### src/rtl/regfile_wb_arbiter.sv
// regfile_wb_arbiter: write-back arbiter and RAW/WAW scoreboard for the register file.
// The ALU and LSU result paths share the single register-file write port through valid/ready
// handshakes. The winning result is registered onto RegWrite/rd_addr/rd_data one cycle after
// the handshake. A busy bit per register tracks pending writes so issue logic can stall.
// Build option: define RR_ARB_EN for round-robin arbitration on conflict.
// Without it, fixed priority applies and the LSU wins every conflict.
module regfile_wb_arbiter #(
  parameter int ADDR_W = 5,
  parameter int DATA_W = 32
) (
  input  logic              clk,
  input  logic              rst_n,
  input  logic              alu_valid,
  output logic              alu_ready,
  input  logic [ADDR_W-1:0] alu_rd,
  input  logic [DATA_W-1:0] alu_data,
  input  logic              lsu_valid,
  output logic              lsu_ready,
  input  logic [ADDR_W-1:0] lsu_rd,
  input  logic [DATA_W-1:0] lsu_data,
  input  logic              iss_valid,
  input  logic [ADDR_W-1:0] iss_rd,
  input  logic [ADDR_W-1:0] rs1_addr,
  input  logic [ADDR_W-1:0] rs2_addr,
  output logic              rs1_busy,
  output logic              rs2_busy,
  output logic              rd_busy,
  output logic              RegWrite,
  output logic [ADDR_W-1:0] rd_addr,
  output logic [DATA_W-1:0] rd_data
);

  localparam int NREG = 1 << ADDR_W;

  logic              alu_grant;
  logic              lsu_grant;
  logic              win_write;
  logic [ADDR_W-1:0] win_rd;
  logic [DATA_W-1:0] win_data;
  logic [NREG-1:0]   busy;
  logic [NREG-1:0]   busy_next;

`ifdef RR_ARB_EN
  // Pointer: 1 means the ALU is preferred at the next conflict.
  logic alu_next;

  // Grant the lone requester, or on conflict the one the pointer prefers.
  always_comb begin
    alu_grant = 1'b0;
    lsu_grant = 1'b0;
    if (alu_valid && lsu_valid) begin
      if (alu_next) alu_grant = 1'b1;
      else          lsu_grant = 1'b1;
    end else begin
      alu_grant = alu_valid;
      lsu_grant = lsu_valid;
    end
  end

  // Flip preference away from whoever completed a transfer, so a loser always goes next.
  always_ff @(posedge clk) begin
    if (!rst_n)         alu_next <= 1'b1;
    else if (alu_grant) alu_next <= 1'b0;
    else if (lsu_grant) alu_next <= 1'b1;
  end
`else
  // Fixed priority: the LSU always wins. A load result frees an LSU slot sooner.
  always_comb begin
    lsu_grant = lsu_valid;
    alu_grant = alu_valid & ~lsu_valid;
  end
`endif

  assign alu_ready = alu_grant;
  assign lsu_ready = lsu_grant;

  // Mux the winner onto the write path. Writes to x0 complete the handshake but never reach the port.
  always_comb begin
    win_rd    = alu_rd;
    win_data  = alu_data;
    if (lsu_grant) begin
      win_rd   = lsu_rd;
      win_data = lsu_data;
    end
    win_write = (alu_grant | lsu_grant) && (win_rd != '0);
  end

  // Register the write port. Address and data are held while no write is in flight.
  always_ff @(posedge clk) begin
    if (!rst_n) begin
      RegWrite <= 1'b0;
      rd_addr  <= '0;
      rd_data  <= '0;
    end else begin
      RegWrite <= win_write;
      if (win_write) begin
        rd_addr <= win_rd;
        rd_data <= win_data;
      end
    end
  end

  // Scoreboard next state: clear on the write the register file is capturing; a same-edge issue wins.
  always_comb begin
    busy_next = busy;
    if (RegWrite) busy_next[rd_addr] = 1'b0;
    if (iss_valid && (iss_rd != '0)) busy_next[iss_rd] = 1'b1;
    busy_next[0] = 1'b0;
  end

  // Scoreboard state register.
  always_ff @(posedge clk) begin
    if (!rst_n) busy <= '0;
    else        busy <= busy_next;
  end

  assign rs1_busy = busy[rs1_addr];
  assign rs2_busy = busy[rs2_addr];
  assign rd_busy  = busy[iss_rd];

endmodule

### config.mk
export PLATFORM = sky130hd
export DESIGN_NAME = regfile_wb_arbiter
export DESIGN_NICKNAME = d
export VERILOG_FILES = /design/src/rtl/regfile_wb_arbiter.sv
export SDC_FILE = /design/constraint.sdc
export NUM_CORES = 1
export LEC_CHECK = 0
export CORE_MARGIN = 2
export CORE_UTILIZATION = 40
export CTS_CLUSTER_DIAMETER = 150
export DETAILED_ROUTE_END_ITERATION = 8
export HOLD_SLACK_MARGIN = 0.05
export PLACE_DENSITY = 0.74
export SLEW_MARGIN = 5
export SYNTH_ARGS = -nofsm -noshare
export SYNTH_HDL_FRONTEND = slang
export SYNTH_SLANG_ARGS = --single-unit
### constraint.sdc
create_clock -name clk -period 1.9 [get_ports clk]
set_clock_uncertainty 0.15 [all_clocks]
set_input_delay 0.285 -clock clk [delete_from_list [all_inputs] [get_ports clk]]
set_output_delay 0.285 -clock clk [all_outputs]
set_load 0.01 [all_outputs]
==> results.ini, run 1 <==
[placement]
dp_hpwl_um=9880
gp_congestion=1.01
port_buffers=136

[timing]
setup_ws_ps=-260
fin_crit_sh_pct=114
setup_violations=3
fmax_mhz=463
finalMaxSlewViolations=0
maxSlewHeadroom_pct=72.2
period_needed_ps=2160
rsz0062_at_grt=true
tightestPinTransition_ps=416
hold_viol=0

[drt]
drc=0
wl_um=14000
firstDrtPassIters=5
vias_per_cell=5.61
ant_nets=0
drt_iter0_drc=251
vias=4292
routedWlPerCell_um=18.2
wl_met2_um=6540
drt-met1-wl_um=5580
top_layer=met4
wl_met3_um=1380

[worst_setup_path]
timing_worst_setup_path_type=reg -> out
crit_path_top_delay_cell=mux4_2
crit_path_end_kind=primary output
crit_required_ps=1460
slowest_delay_ps=470
critPathArrivalTime_ps=1730
path_cells=mux4_2, nor2_2, nor4_1, a31oi_1, nand3_1, buf_2
startpoint_type=register
cp_max_fo=4

[yosys]
netlist_area_sq_um=3990
synthCells=436
async_flop_share_pct=0
synth_top_flop_cell=dfxtp_1
synth_top_area_share_pct=34.7
synth-seq-area-share_pct=34.7
synth_edf_count=0
yosysWarnings=0
synth_top_cells_by_area=dfxtp_1 35%, mux2i_1 13%, o211a_1 8.5%
ys_seq_elements=69
syn_area_per_cell_sq_um=9.14
ys_types=39
synth_top_cell_by_area=dfxtp_1
synth_nets=530

[cells_and_area]
fill_cells=791
mostFrequentLayoutCells=110 x clkdlybuf4s50_1, 80 x nand2_1, 59 x buf_4
multiInputGateArea_sq_um=2540
final_nets=721
diodes=0
drive_above_1_share_pct=24.2
syn2layout_area_growth_pct=61.3
final_common_cell=clkdlybuf4s50_1
fin_util_pct=66.1
regArea_sq_um=1410

[clock_network]
cts.htree.levels=3
cts.path.max_buffers=2
insertion_delay_ps=350
numCtsBuffers=9
clockRootBuffer=clkbuf_8
clock_sinks=69
cts_tree=built
clk_pin_slew_ps=80

[global_route]
grt_util_all_layers_pct=24.3
overflow=0
first_global_vias=4304
antenna_found_initial=0
grt_max_degree=73
grt_first_pass_wirelength_um=21100

[worst_hold_path]
hp-class=in -> reg

[pwr]
power.total_mw=3.84
peakVddDrop_uv=458
power_density_nw_per_um2=596
leakage_nw=2.92

[run_status]
outcome=finished with violations
failed_checks=setup timing

[floorplan]
io-pin-count=137
dieArea_sq_um=10800
dieWidth_um=104
rows=36
core_sq_um=9730
die_y_um=104
initial_core_util_pct=41.0

[run]
max_cap_violations=0

state kept, by name, indices dropped and copies added, names as in the netlist:
register  cells
RegWrite      1
rd_addr       5
rd_data      32
busy         31
worst max-delay path: cells and delay by family (launching register included):
kind	cells	cell delay, ps
multiplexers	1	470
buffers and inverters	1	140
AO/OA/AOI/OAI	1	160
flip-flops	1	370
AND/OR/NAND/NOR	3	230
worst paths after layout:
check / cells after the start / to / slack [ps] / startpoint
setup reg to reg: 3 / busy[24] / 370 / RegWrite
setup / recovery: 6 / rs1_busy / -260 / busy[7]
hold reg to reg: 1 / rd_data[2] / 350 / rd_data[2]
hold / removal: 5 / rd_addr[0] / 170 / lsu_rd[0]
per-layer routing:
layer / up-vias / GRT usage (%)
met5: - / 0
met4: 0 / 12.6
met3: 45 / 7.05
met2: 235 / 39.7
met1: 2017 / 29.0
li1: 1995 / -
synthesized netlist by cell type (all sizes together) (4+ instances only):
library cell,count
nand2,81
dfxtp,69
mux2i,50
o21ai,39
o211a,34
a21boi,31
clkbuf,20
buf,14
nor2b,13
nand3,10
mux4,9
a2111oi,8
a221oi,6
nor3b,6
nand3b,5
nor2,5
a22oi,4
a31oi,4
where the power goes:
| part | internal, mW | switching, mW | total (mW) | leakage, nW |
|---|---|---|---|---|
| Clock | 0.680 | 0.579 | 1.26 | 0.110 |
| Sequential | 1.52 | 0.0624 | 1.58 | 0.575 |
| Combinational | 0.578 | 0.412 | 0.991 | 2.24 |
cell families (layout without fill, tap and decap cells):
kind of cell / count (synthesis) / count (layout) / share of synthesized area (%)
DFF: 69 / 69 / 34.7
and+or+nand+nor: 142 / 143 / 17.7
buffers and inverters: 36 / 231 / 4.99
AOI/OAI and AO/OA: 127 / 127 / 24.1
muxes: 62 / 62 / 18.5
cell type report:
class	count	share of cell area, %
Multi-Input combinational cell	332	39.6
Timing Repair Buffer	213	32.6
Sequential cell	69	21.9
Tap cell	133	2.59
Clock buffer	11	2.35
Clock inverter	5	0.895
Inverter	2	0.117
timing repair:
| item | 4_1_cts | 5_1_grt |
|---|---|---|
| setup buffers | 5 | 0 |
| resized for setup | 52 | 38 |
| hold buffers | 0 | 0 |
| setup endpoints to repair | 6 | 26 |
| gates cloned | 2 | 9 |
| pin swaps | 5 | 9 |
through the flow:
stage	hold slack (ps)	setup TNS, ps	setup slack (ps)	std cells	instance area (sq um)
2_1_floorplan	316	0	22.7	436	3990
3_3_place_gp	328	-11710	-802	733	5840
3_5_place_dp	339	-13700	-844	733	5840
4_1_cts	264	-730	-265	756	6140
5_1_grt	223	-971	-351	765	6430
6_report	169	-745	-260	765	6430
Power figures use the tool's default switching activity.
==> inputs of run 2 (changes only) <==
ABC_CLOCK_PERIOD_IN_PS = 1900   (was unset)
CORE_MARGIN = unset   (was 2)
==> run 2 against run 1 <==
Net effect: wire length decreased by 7.5%; worst setup slack lost 0.78 ps; the flow still finishes with violations (setup timing); core utilization shrank 3.1 points; highest routed layer unchanged.
==> results.ini, run 2 (synthesized netlist as in run 1, its figures left out) <==
[drt]
firstDrtPassIters=4
routedWlPerCell_um=17.1
vias=4128
wl_um=12900
ant_nets=0
vias_per_cell=5.48
drc=0
drt_iter0_drc=241

[placement]
gp_congestion=0.923
port_buffers=136
dp_hpwl_um=9710
place_inst=734

[global_route]
grt_first_pass_wirelength_um=20000
grt_max_degree=73
overflow=0
grt_util_all_layers_pct=25.4
antenna_found_initial=0
first_global_vias=3973

[timing]
maxSlewHeadroom_pct=73.1
hold_viol=0
fin_crit_sh_pct=114
setup_violations=3
period_needed_ps=2160
setup_ws_ps=-261
finalMaxSlewViolations=0
tightestPinTransition_ps=402
tns_ps=-710
fmax_mhz=463
rsz0062_at_grt=true

[cells_and_area]
largest_register=rd_data
regArea_sq_um=1410
final_common_cell=clkdlybuf4s50_1
fill_cells=837
syn2layout_area_growth_pct=53.7
layoutNonFillerInstCount=753
top_regs=rd_data x32, busy x31, rd_addr x5
multiInputGateArea_sq_um=2480
largest_register_ffs=32
mostFrequentLayoutCells=120 x clkdlybuf4s50_1, 80 x nand2_1, 60 x buf_4
drive_above_1_share_pct=21.3
fin_util_pct=63.0
final_nets=710
diodes=0

[worst_setup_path]
r2r_end=busy[20]
path_cells=dlygate4sd2_1, inv_1, a2111oi_1, a221oi_1, nand4b_1, nand3_1, buf_2
reg2reg_from=RegWrite
slowest_delay_ps=470
r2r_setup_slack_ps=400
crit_required_ps=1460
crit_path_end_kind=primary output
critPathArrivalTime_ps=1730
cp_max_fo=7
startpoint_type=input port
startpoint=rs2_addr[2]
timing_worst_setup_path_type=in -> out
crit_path_top_delay_cell=a2111oi_1
r2r_cells=3

[pwr]
power_frac_seq_pct=44.3
power_density_nw_per_um2=586
p_sw_share_pct=26.8
clockPowerShare_pct=30.5
leakage_nw=2.72
power.total_mw=3.59
switching_power_mw=0.964
p_int_mw=2.63
peakVddDrop_uv=359
comb_power_share_pct=25.2

[floorplan]
core_sq_um=9730
dieWidth_um=102
rows=36
initial_core_util_pct=41.0
die_y_um=102
dieArea_sq_um=10400
io-pin-count=137

[worst_hold_path]
hp-class=in -> reg
holdPathEnd=rd_data[18]
hold_path_startpoint=rst_n
min_path_cells=3

[run_status]
outcome=finished with violations
failed_checks=setup timing

[clock_network]
hold_buffers=0
numCtsBuffers=9
insertion_delay_ps=350
cts.htree.levels=3
clockRootBuffer=clkbuf_8
clock_sinks=69
cts_tree=built
clk_pin_slew_ps=70
cts.path.max_buffers=2

[run]
max_cap_violations=0

run 2: cell count changes in the layout (fill, tap and decap cells not counted), sizes merged:
cell,delta
clkdlybuf4s50,+10
clkbuf,-4
inv,-1
dlygate4sd2,+2
nand2,-1
bufinv,-1
clkinv,-2
buf,-5
dlymetal6s2s,-10
run 2: cell type report:
cell class / count / share of cell area [%]
clock buffer: 14 / 2.82
clock inverter: 1 / 0.0817
inverter: 2 / 0.122
multi-input combinational: 331 / 40.5
sequential: 69 / 22.9
tap: 133 / 2.72
timing repair buffer: 203 / 30.8
run 2: power by group through the flow:
stage	Clock (mW)	Combinational, mW	Sequential [mW]
detailed placement	0	0.895	1.62
global route	1.20	0.971	1.60
finish	1.10	0.905	1.59
CTS	1.12	0.898	1.59
global placement	0	0.882	1.62
floorplan	0	0.365	1.63
run 2: how the worst max path moves through the flow:
stage | endpoint | cells past startpoint
2_1_floorplan | rs1_busy | 6
3_3_place_gp | rd_busy | 5
3_5_place_dp | rd_busy | 5
4_1_cts | rs2_busy | 6
5_1_grt | rs1_busy | 6
6_report | rs2_busy | 7
run 2: layer usage:
metal  global-route usage [%]  wire (um)  up-vias
li1                         -          -     1983
met4                     10.3        328        0
met5                        0          0        -
met1                     32.0       5590     1949
met3                     7.46        957       27
met2                     41.1       6040      169
run 2: timing repair:
item                                    4_1_cts  5_1_grt
endpoints found under the setup margin        7        4
pin swaps                                     4        5
gates resized for setup                      46       20
buffers inserted                              1        2
cloned                                        1        0
run 2: through the flow:
stage	hold WS, ps	setup slack [ps]	instance area, sq um
detailed placement	337	-868	5840
floorplan	316	22.7	3990
global placement	329	-822	5840
finish	265	-261	6130
global route	270	-349	6130
CTS	258	-274	6060
run 2: critical path: cells and delay by family:
kind            cells  cell delay [ps]
buf+inv             3              660
compound gates      2              580
simple gates        2              200
